`config.mk`:
```
export PLATFORM = sky130hd
export DESIGN_NAME = motor_step_gen_multi
export DESIGN_NICKNAME = d
export VERILOG_FILES = /design/src/rtl/motor_step_gen_multi.sv
export SDC_FILE = /design/constraint.sdc
export NUM_CORES = 1
export LEC_CHECK = 0
export ABC_CLOCK_PERIOD_IN_PS = 5500
export CAP_MARGIN = 15
export CORE_ASPECT_RATIO = 1.5
export CORE_MARGIN = 2
export CORE_UTILIZATION = 30
export DETAILED_ROUTE_END_ITERATION = 8
export PLACE_DENSITY = 0.54
export SYNTH_ARGS = -nofsm -noshare
export SYNTH_HDL_FRONTEND = slang
export SYNTH_SLANG_ARGS = --single-unit
```
`constraint.sdc`:
```
create_clock -name clk -period 5.5 [get_ports clk]
set_input_delay 1.1 -clock clk [delete_from_list [all_inputs] [get_ports clk]]
set_output_delay 1.1 -clock clk [all_outputs]
set_load 0.05 [all_outputs]
```
`src/rtl/motor_step_gen_multi.sv`:
```
// motor_step_gen_multi
//
// Multi-axis step/dir pulse generator. N_CH independent channels share one set
// of pulse timing thresholds. Each channel buffers step requests that arrive
// mid-pulse in a small FIFO, tracks a signed position, and supports
// set-position, per-channel flush and a global hold snapshot.
//
// Ports:
//   clk, reset        clock, synchronous active-high reset
//   pre_n_i           counter value at which step goes high (low CNT_BITS used)
//   pulse_n_i         counter value at which step goes low
//   post_n_i          counter value that ends the step period
//   step_stb_i        per-channel one-cycle step request
//   step_dir_i        request direction, 1 = negative
//   invert_dir_i      per-channel dir pin polarity
//   flush_i           abort current step and empty the queue
//   set_x_i, x_val_i  load position (channel i uses x_val_i[i*X_BITS +: X_BITS])
//   hold_i            snapshot all positions into x_hold_o
//   step_o, dir_o     registered driver pins
//   missed_o          strobe dropped because the queue was full (same cycle)
//   busy_o            counter running or queue not empty
//   q_full_o          queue holds QDEPTH entries
//   x_o, x_hold_o     signed positions and their last snapshot
module motor_step_gen_multi #(
    parameter int unsigned N_CH     = 4,
    parameter int unsigned X_BITS   = 24,
    parameter int unsigned CNT_BITS = 16,
    parameter int unsigned QDEPTH   = 4
) (
    input  logic                     clk,
    input  logic                     reset,
    input  logic [31:0]              pre_n_i,
    input  logic [31:0]              pulse_n_i,
    input  logic [31:0]              post_n_i,
    input  logic [N_CH-1:0]          step_stb_i,
    input  logic [N_CH-1:0]          step_dir_i,
    input  logic [N_CH-1:0]          invert_dir_i,
    input  logic [N_CH-1:0]          flush_i,
    input  logic [N_CH-1:0]          set_x_i,
    input  logic [N_CH*X_BITS-1:0]   x_val_i,
    input  logic                     hold_i,
    output logic [N_CH-1:0]          step_o,
    output logic [N_CH-1:0]          dir_o,
    output logic [N_CH-1:0]          missed_o,
    output logic [N_CH-1:0]          busy_o,
    output logic [N_CH-1:0]          q_full_o,
    output logic [N_CH*X_BITS-1:0]   x_o,
    output logic [N_CH*X_BITS-1:0]   x_hold_o
);

    localparam int unsigned OccW = $clog2(QDEPTH + 1);
    localparam logic [OccW-1:0] OccFull = OccW'(QDEPTH);

    // Shared timing thresholds, truncated to the counter width.
    logic [CNT_BITS-1:0] pre_c, pulse_c, post_c;
    assign pre_c   = pre_n_i[CNT_BITS-1:0];
    assign pulse_c = pulse_n_i[CNT_BITS-1:0];
    assign post_c  = post_n_i[CNT_BITS-1:0];

    if (CNT_BITS < 32) begin : g_unused_hi
        logic unused_timing_hi;
        assign unused_timing_hi = ^{pre_n_i[31:CNT_BITS], pulse_n_i[31:CNT_BITS],
                                    post_n_i[31:CNT_BITS]};
    end

    // State
    logic [CNT_BITS-1:0] cnt_q    [N_CH];
    logic [CNT_BITS-1:0] cnt_d    [N_CH];
    logic [OccW-1:0]     occ_q    [N_CH];
    logic [OccW-1:0]     occ_d    [N_CH];
    logic [QDEPTH-1:0]   fifo_q   [N_CH];   // head at bit 0
    logic [QDEPTH-1:0]   fifo_d   [N_CH];
    logic [X_BITS-1:0]   x_q      [N_CH];
    logic [X_BITS-1:0]   x_d      [N_CH];
    logic [X_BITS-1:0]   x_hold_q [N_CH];
    logic [X_BITS-1:0]   x_hold_d [N_CH];
    logic [N_CH-1:0]     step_q, step_d;
    logic [N_CH-1:0]     dir_q, dir_d;

    // Per-channel decode
    logic [N_CH-1:0] idle, pop, bypass, start, req_dir, push, accept, drop;

    // Scratch for the FIFO update
    logic [QDEPTH-1:0] fifo_shift [N_CH];
    logic [OccW-1:0]   occ_pop    [N_CH];

    always_comb begin
        idle    = '0;
        pop     = '0;
        bypass  = '0;
        start   = '0;
        req_dir = '0;
        push    = '0;
        accept  = '0;
        drop    = '0;
        for (int i = 0; i < N_CH; i++) begin
            idle[i]    = (cnt_q[i] == '0);
            // A queued request always has priority over a new strobe.
            pop[i]     = idle[i] & (occ_q[i] != '0) & ~flush_i[i];
            bypass[i]  = idle[i] & (occ_q[i] == '0) & step_stb_i[i] & ~flush_i[i];
            start[i]   = pop[i] | bypass[i];
            req_dir[i] = pop[i] ? fifo_q[i][0] : step_dir_i[i];
            push[i]    = step_stb_i[i] & ~bypass[i] & ~flush_i[i];
            // Occupancy is judged before any same-cycle pop.
            accept[i]  = push[i] & (occ_q[i] != OccFull);
            drop[i]    = push[i] & (occ_q[i] == OccFull);
        end
    end

    // Queue next state
    always_comb begin
        for (int i = 0; i < N_CH; i++) begin
            fifo_shift[i] = pop[i] ? (fifo_q[i] >> 1) : fifo_q[i];
            occ_pop[i]    = occ_q[i] - OccW'(pop[i]);
            fifo_d[i]     = fifo_shift[i];
            occ_d[i]      = occ_pop[i] + OccW'(accept[i]);
            if (accept[i]) begin
                for (int k = 0; k < QDEPTH; k++) begin
                    if (occ_pop[i] == OccW'(k)) begin
                        fifo_d[i][k] = step_dir_i[i];
                    end
                end
            end
            if (flush_i[i]) begin
                occ_d[i] = '0;
            end
        end
    end

    // Counter, pins and position next state
    always_comb begin
        step_d = '0;
        dir_d  = dir_q;
        for (int i = 0; i < N_CH; i++) begin
            cnt_d[i]    = cnt_q[i];
            x_d[i]      = x_q[i];
            x_hold_d[i] = hold_i ? x_q[i] : x_hold_q[i];

            if (flush_i[i]) begin
                cnt_d[i] = '0;
            end else if (idle[i]) begin
                if (start[i]) begin
                    cnt_d[i] = CNT_BITS'(1);
                end
            end else if (cnt_q[i] < pre_c) begin
                cnt_d[i] = cnt_q[i] + CNT_BITS'(1);
            end else if (cnt_q[i] < pulse_c) begin
                step_d[i] = 1'b1;
                cnt_d[i]  = cnt_q[i] + CNT_BITS'(1);
            end else if (cnt_q[i] < post_c) begin
                cnt_d[i] = cnt_q[i] + CNT_BITS'(1);
            end else begin
                cnt_d[i] = '0;
            end

            if (start[i]) begin
                dir_d[i] = req_dir[i] ^ invert_dir_i[i];
                x_d[i]   = req_dir[i] ? (x_q[i] - X_BITS'(1)) : (x_q[i] + X_BITS'(1));
            end
            // A load wins over the start's position update; the start still runs.
            if (set_x_i[i]) begin
                x_d[i] = x_val_i[i*X_BITS +: X_BITS];
            end
        end
    end

    always_ff @(posedge clk) begin
        if (reset) begin
            for (int i = 0; i < N_CH; i++) begin
                cnt_q[i]    <= '0;
                occ_q[i]    <= '0;
                fifo_q[i]   <= '0;
                x_q[i]      <= '0;
                x_hold_q[i] <= '0;
            end
            step_q <= '0;
            dir_q  <= '0;
        end else begin
            cnt_q    <= cnt_d;
            occ_q    <= occ_d;
            fifo_q   <= fifo_d;
            x_q      <= x_d;
            x_hold_q <= x_hold_d;
            step_q   <= step_d;
            dir_q    <= dir_d;
        end
    end

    // Outputs
    always_comb begin
        step_o   = step_q;
        dir_o    = dir_q;
        missed_o = drop & {N_CH{~reset}};
        busy_o   = '0;
        q_full_o = '0;
        x_o      = '0;
        x_hold_o = '0;
        for (int i = 0; i < N_CH; i++) begin
            busy_o[i]                   = (cnt_q[i] != '0) | (occ_q[i] != '0);
            q_full_o[i]                 = (occ_q[i] == OccFull);
            x_o[i*X_BITS +: X_BITS]      = x_q[i];
            x_hold_o[i*X_BITS +: X_BITS] = x_hold_q[i];
        end
    end

endmodule
```
==> flow_summary.toml, run 1 <==
[run_status]
status = "completed"

[hold_path]
worstHoldStart = "dir_o[1]$_SDFFE_PP0P_"
hold_depth = 2
hold_path_class = "reg2reg"

[worst_setup_path]
ff2ff_path_depth = 16
startpoint = "cnt_q[9]$_SDFFE_PP0P_"
crit_top_cell = "o31ai_1"
cp-end-kind = "flip-flop"
r2r_start = "cnt_q[9]$_SDFFE_PP0P_"
critPathArrivalTime_ns = 5.30
critPathLaunchType = "flip-flop"
max_stage_delay_ns = 0.46
crit_type = "reg2reg"
cp_slowest_cell = "dfxtp_1"
cp.required_ns = 5.92
crit_chain = "nor4_1 > nand4_1 > nor3_2 > mux2i_1 > inv_1 > buf_4 > ha_1 > and4_1 > a221oi_1 > o31ai_1 > a41o_1 > a311oi_2 > o31ai_1 > xor2_1 > a221oi_2 > nor2_1"
crit_fanout = 15

[floorplan]
ios = 427
core-area_um2 = 68800
dieWidth_um = 219
rows = 118
fp.dieH_um = 327
die_area_um2 = 71600
initial_utilization_pct = 30.3

[synth]
synth_top_cell_by_area = "dfxtp_1"
netlist_instances = 2486
syn_nets = 3009
netlist_area_um2 = 20800
synthFlopType = "dfxtp_1"
yosys_register_bits = 292
ys_seq_area_share_pct = 28.1
avgSynthCellArea_um2 = 8.37
synth.distinct_cells = 79
yosysWarnings = 0
synth-edff-count = 0
synth_area_leaders = "dfxtp_1 28%, ha_1 18%, nor2_1 5.9%"
synth_top_area_share_pct = 28.1
async_flop_share_pct = 0

[routing]
wl_met1_mm = 27.0
met2_length_mm = 35.7
drcViolationCount = 0
finalWirelength_mm = 69.7
initialDrtViolationCount = 1010
wl_per_cell_um = 18.4
met3WireLength_mm = 4.11
dr.pass1.iters = 5
antenna_left = 0
highest_layer = "met5"
vias = 19500
vias_per_cell = 5.14

[placed_design]
placedCellCount = 3721
pre_cts_ws_ns = 0.196
hpwl_mm = 53.7
io_buffers = 378
finalWeightedCongestion = 0.950

[timing]
finalSetupTns_ns = 0
setup_slack_ns = 0.619
fmax_ghz = 0.205
setup_violations = 0
fin_skew_ns = 0.0243
min_period_over_period_pct = 88.7
final-max-slew-violation-count = 0
hold_viol_final = 0
rsz0062_at_grt = "no"
tightestPinTransition_ns = 1.05
post-route-min-period_ns = 4.88
max-slew-margin-rel_pct = 29.8

[power]
swShare_pct = 33.4
clkPwrFrac_pct = 36.9
power_density_nw_per_um2 = 244
irDropWorstVdd_mv = 0.220
p_int_mw = 4.38
p_seq_share_pct = 35.5
p_comb_share_pct = 27.7
power.leakage_nw = 12.2
p_switching_mw = 2.20

[clock_tree]
clk_latency_ns = 0.56
clk_pin_slew_ns = 0.06
cts-root-buf = "clkbuf_16"
cts.sinks = 292
postCtsHoldBufs = 0
cts_buffers = 35
cts.path.max_buffers = 3
cts_resized = 0
cts_tree = "built"
h-tree-depth = 2
postCtsSetupRepairBufs = 0

[final_layout]
area_growth_pct = 29.4
nFillCells = 6983
fin_nets = 3382
drive_gt1_share_pct = 5.20
finalNonFillerCells = 3786

[grt]
antenna_found_initial = 3
grt_use_total_pct = 19.2
grt_pass1_vias = 19600
grt_start_max_net_pins = 81
grt_pass1_wl_mm = 108
globalRouteOverflowTotal = 0

[job]
cap_viol_max_count = 0
cell families (layout without fill, tap and decap cells):
family | after synthesis | count (layout) | share of synthesized area (%)
and+or+nand+nor | 778 | 778 | 17.7
AOI/OAI and AO/OA | 622 | 622 | 19.4
adders and majority gates | 308 | 308 | 18.7
DFF | 292 | 292 | 28.1
buffers and inverters | 216 | 615 | 3.92
xor gates and xnor gates | 148 | 148 | 6.23
muxes | 122 | 122 | 5.96
other | 0 | 1 | 0
cells in the mapped netlist (39+ instances only):
library cell	number
nor2_1	328
ha_1	304
dfxtp_1	292
a21oi_1	244
nand2_1	152
inv_1	130
a21o_1	111
mux2i_1	110
xnor2_1	86
clkbuf_1	70
o21ai_0	66
xor2_1	62
nand3_1	61
nor3_1	46
nand4_1	39
worst max-delay path: cells and delay by family (launching register included):
family / cells / cell delay (ns)
buffers and inverters: 2 / 0.54
and+or+nand+nor: 5 / 1.33
muxes: 1 / 0.26
DFF: 1 / 0.46
xor gates and xnor gates: 1 / 0.19
adders and majority gates: 1 / 0.37
AOI/OAI and AO/OA: 6 / 1.58
per-stage QoR:
| step | instance area [um^2] | hold slack, ns | power [mW] | utilization (%) |
|---|---|---|---|---|
| finish | 26900 | 0.456 | 6.58 | 39.1 |
| global route | 26900 | 0.478 | 6.91 | 39.1 |
| floorplan | 20800 | 0.499 | 3.59 | - |
| detailed placement | 25700 | 0.451 | 4.20 | 37.4 |
| global placement | 25700 | 0.440 | 4.17 | 37.4 |
| CTS | 26900 | 0.459 | 6.68 | 39.1 |
path summary, 6_finish.rpt:
kind	to	slack [ns]
worst max-delay path	x_o[95]$_SDFFE_PP0P_	0.62
worst min-delay path	dir_o[1]$_SDFFE_PP0P_	0.46
worst max register to register	x_o[95]$_SDFFE_PP0P_	0.62
worst min register to register	dir_o[1]$_SDFFE_PP0P_	0.46
state kept, by name, indices dropped and copies added (netlist names):
| signal | cells |
|---|---|
| dir_o | 4 |
| fifo_q | 16 |
| cnt_q | 64 |
| occ_q | 12 |
| step_o | 4 |
| x_o | 96 |
| x_hold_o | 96 |
per-layer routing:
layer  up-vias  GRT usage [%]
li1       9684              -
met1      9162           21.0
met2       488           35.1
met3       137           4.23
met4         4           8.14
met5         -              0
power groups by stage:
| stage | Combinational, mW | Clock [mW] | Sequential (mW) |
|---|---|---|---|
| floorplan | 0.929 | 0 | 2.66 |
| CTS | 1.83 | 2.52 | 2.34 |
| global placement | 1.79 | 0 | 2.38 |
| detailed placement | 1.81 | 0 | 2.38 |
| global route | 1.98 | 2.58 | 2.35 |
| finish | 1.82 | 2.42 | 2.33 |
cell usage in the layout (no fill, tap or decap), types with 20 or more instances in the layout:
cell,count
a221oi_1,29
clkbuf_16,35
xnor2_1,86
ha_1,304
dfxtp_1,292
nor3_1,45
and3_1,26
buf_4,42
inv_1,130
nor2_1,328
nand4_1,39
a21o_1,111
o21ai_0,66
clkdlybuf4s50_1,375
a21oi_1,244
nand3_1,61
nand2_1,152
nand2b_1,23
mux2i_1,110
a211oi_1,25
nor2b_1,20
xor2_1,62
cell type report:
type	count	area [um^2]	area share (%)
inverters	131	492	1.83
multi-input cells	1978	14200	52.6
diodes	1	2.50	0.00929
well taps	900	1130	4.18
repair buffers	421	4120	15.3
flip-flops and latches	292	5850	21.7
clock buffers	51	1020	3.77
clock inverters	12	159	0.590
Power figures use the tool's default switching activity.
==> run 2: changes to the inputs <==
ABC_AREA = 1   (was not set)
PLACE_DENSITY = 0.53   (was 0.54)
==> run 2 against run 1 <==
Maximum frequency up 5.5%. Final area grew 8.8%. Die area increased by 11%. Core utilization decreased by 1.1 points. Sequential share of layout area is 1.8 points lower. Setup slack better by 0.26 ns. Non-clock buffer count is 26 lower. Routed wire length rose by 26%. Combinational power grew 20%. Critical path type is now in2out. Total power up 7.6%.
==> flow_summary.toml, run 2 <==
[clock_tree]
cts.sinks = 292
cts-root-buf = "clkbuf_16"
clk_pin_slew_ns = 0.06
cts_buffers = 36
clk_latency_ns = 0.57
postCtsHoldBufs = 0
h-tree-depth = 2
postCtsSetupRepairBufs = 0
cts_tree = "built"
cts_resized = 0
cts.path.max_buffers = 3

[worst_setup_path]
critPathLaunchType = "input pin"
max_stage_delay_ns = 0.94
crit_fanout = 4
critPathArrivalTime_ns = 3.52
cp.required_ns = 4.40
crit_family = "buffers and inverters"
crit_top_cell = "clkdlybuf4s50_1"
cp_num_buf_inv = 2
crit_type = "in2out"
cp-end-kind = "primary output"
cp_slowest_cell = "clkdlybuf4s50_1"
crit_chain = "clkdlybuf4s50_1 > nor2_1 > nand2_1 > nor3_1 > clkdlybuf4s50_1"

[synth]
syn_nets = 4113
synth-edff-count = 0
synth.distinct_cells = 49
yosysWarnings = 0
ys_seq_area_share_pct = 25.2
synth-simple-area-share_pct = 32.3
yosys-top-cells-count = "909 x nand2_1, 465 x inv_1, 438 x nor2_1, 304 x ha_1, 292 x dfxtp_1"
synth_top_family_by_area = "simple AND/OR/NAND/NOR gates"
synth.most_common_cell = "nand2_1"
synth_fa_ha_area_share_pct = 16.7
synth_top_area_share_pct = 25.2
synth_top_cell_by_area = "dfxtp_1"
synthFlopType = "dfxtp_1"
async_flop_share_pct = 0
synth_area_leaders = "dfxtp_1 25%, ha_1 16%, nand2_1 15%"
synth-xor-area-share_pct = 2.83
netlist_area_um2 = 23200
netlist_instances = 3590
synth-compound-area-share_pct = 13.9
yosys-mux-area-fraction_pct = 0
yosys_register_bits = 292
avgSynthCellArea_um2 = 6.47

[grt]
grt_use_total_pct = 21.7
grt_pass1_wl_mm = 134
grt_start_max_net_pins = 96
antenna_found_initial = 6
globalRouteOverflowTotal = 0
grt_pass1_vias = 23300

[final_layout]
fin_nets = 4477
nFillCells = 8374
mostFrequentLayoutCell = "nand2_1"
final_cell_mix = "909 x nand2_1, 464 x inv_1, 438 x nor2_1"
fin_util_pct = 38.0
drive_gt1_share_pct = 3.69
area_growth_pct = 26.2

[timing]
tightestPinTransition_ns = 1.04
setup_violations = 0
hold_slack_ns = 0.460
min_period_over_period_pct = 84.1
rsz0062_at_grt = "no"
max-slew-margin-rel_pct = 30.4
fmax_ghz = 0.216
finalSetupTns_ns = 0
hold_viol_final = 0
final-max-slew-violation-count = 0
setup_slack_ns = 0.876
fin_skew_ns = 0.0373
post-route-min-period_ns = 4.62

[power]
irDropWorstVdd_mv = 0.232
power.leakage_nw = 14.1
power_density_nw_per_um2 = 241

[floorplan]
initial_utilization_pct = 30.1
ios = 427
die_area_um2 = 79700
core-area_um2 = 77100
dieWidth_um = 231
fp.dieH_um = 345
rows = 125

[routing]
wl_per_cell_um = 17.6
initialDrtViolationCount = 1142
dr.pass1.iters = 7
drcViolationCount = 0
vias = 24100
antenna_left = 0
finalWirelength_mm = 88.2
vias_per_cell = 4.82

[placed_design]
hpwl_mm = 68.8
io_buffers = 378
pre_cts_ws_ns = 0.747
finalWeightedCongestion = 0.929

[run_status]
status = "completed"

[hold_path]
hold_path_class = "reg2reg"

[job]
cap_viol_max_count = 0
==> run 2: cell types whose count changed after synthesis, moves of 51 or more <==
| cell | change |
|---|---|
| o21ai_0 | +168 |
| nand3_1 | +145 |
| a21o_1 | -109 |
| nor2_1 | +110 |
| mux2i_1 | -110 |
| nand2_1 | +757 |
| xnor2_1 | -51 |
| inv_1 | +335 |
==> run 2: worst register-to-register path: cells and delay by family, from the launching register on <==
kind | cells | cell delay, ns
AOI/OAI and AO/OA | 2 | 0.39
adders and majority gates | 2 | 0.58
buffers and inverters | 3 | 0.77
DFF | 1 | 0.34
and+or+nand+nor | 11 | 1.57
==> run 2: area by class of cell <==
type | instances | area (um^2) | share of cell area, %
inverter | 480 | 1810 | 6.18
sequential | 292 | 5850 | 19.9
clock buffer | 52 | 1050 | 3.59
multi-input combinational | 2749 | 15300 | 52.1
antenna | 3 | 7.51 | 0.0256
tap | 1016 | 1270 | 4.34
clock inverter | 12 | 153 | 0.521
timing repair buffer | 395 | 3910 | 13.3
==> run 2: stage by stage <==
stage	area, um^2	power, mW	std cells
after detailed placement	28100	4.61	4932
after floorplan	23200	3.82	3590
after global placement	28100	4.61	4932
after global routing	29300	7.48	4999
final	29300	7.07	4999
after CTS	29300	7.19	4996
==> run 2: worst paths after layout <==
| path | start | endpoint | slack, ns | cells after the start |
|---|---|---|---|---|
| setup / recovery | flush_i[3] | missed_o[3] | 0.88 | 5 |
| hold / removal | fifo_q[7]$_SDFF_PP0_ | fifo_q[7]$_SDFF_PP0_ | 0.46 | 2 |
| setup reg to reg | cnt_q[0]$_SDFFE_PP0P_ | x_o[84]$_SDFFE_PP0P_ | 1.74 | 18 |
| hold reg to reg | fifo_q[7]$_SDFF_PP0_ | fifo_q[7]$_SDFF_PP0_ | 0.46 | 2 |
==> run 2: routing by layer <==
metal | track usage [%] | share of wire, %
met1 | 24.3 | 41
met2 | 40.2 | 50
met3 | 4.09 | 5.0
met4 | 8.53 | 3.7
met5 | 0 | 0.043
==> run 2: logic make-up after synthesis <==
kind of cell	after synthesis
and+or+nand+nor	1764
AOI/OAI and AO/OA	602
buffers and inverters	549
adders and majority gates	308
DFF	292
xor gates and xnor gates	75
==> run 2: report_power, final <==
group | leakage, nW | switching [mW] | internal [mW]
sequential | 2.40 | 0.143 | 2.24
combinational | 11.1 | 1.44 | 0.749
clock | 0.592 | 1.03 | 1.48
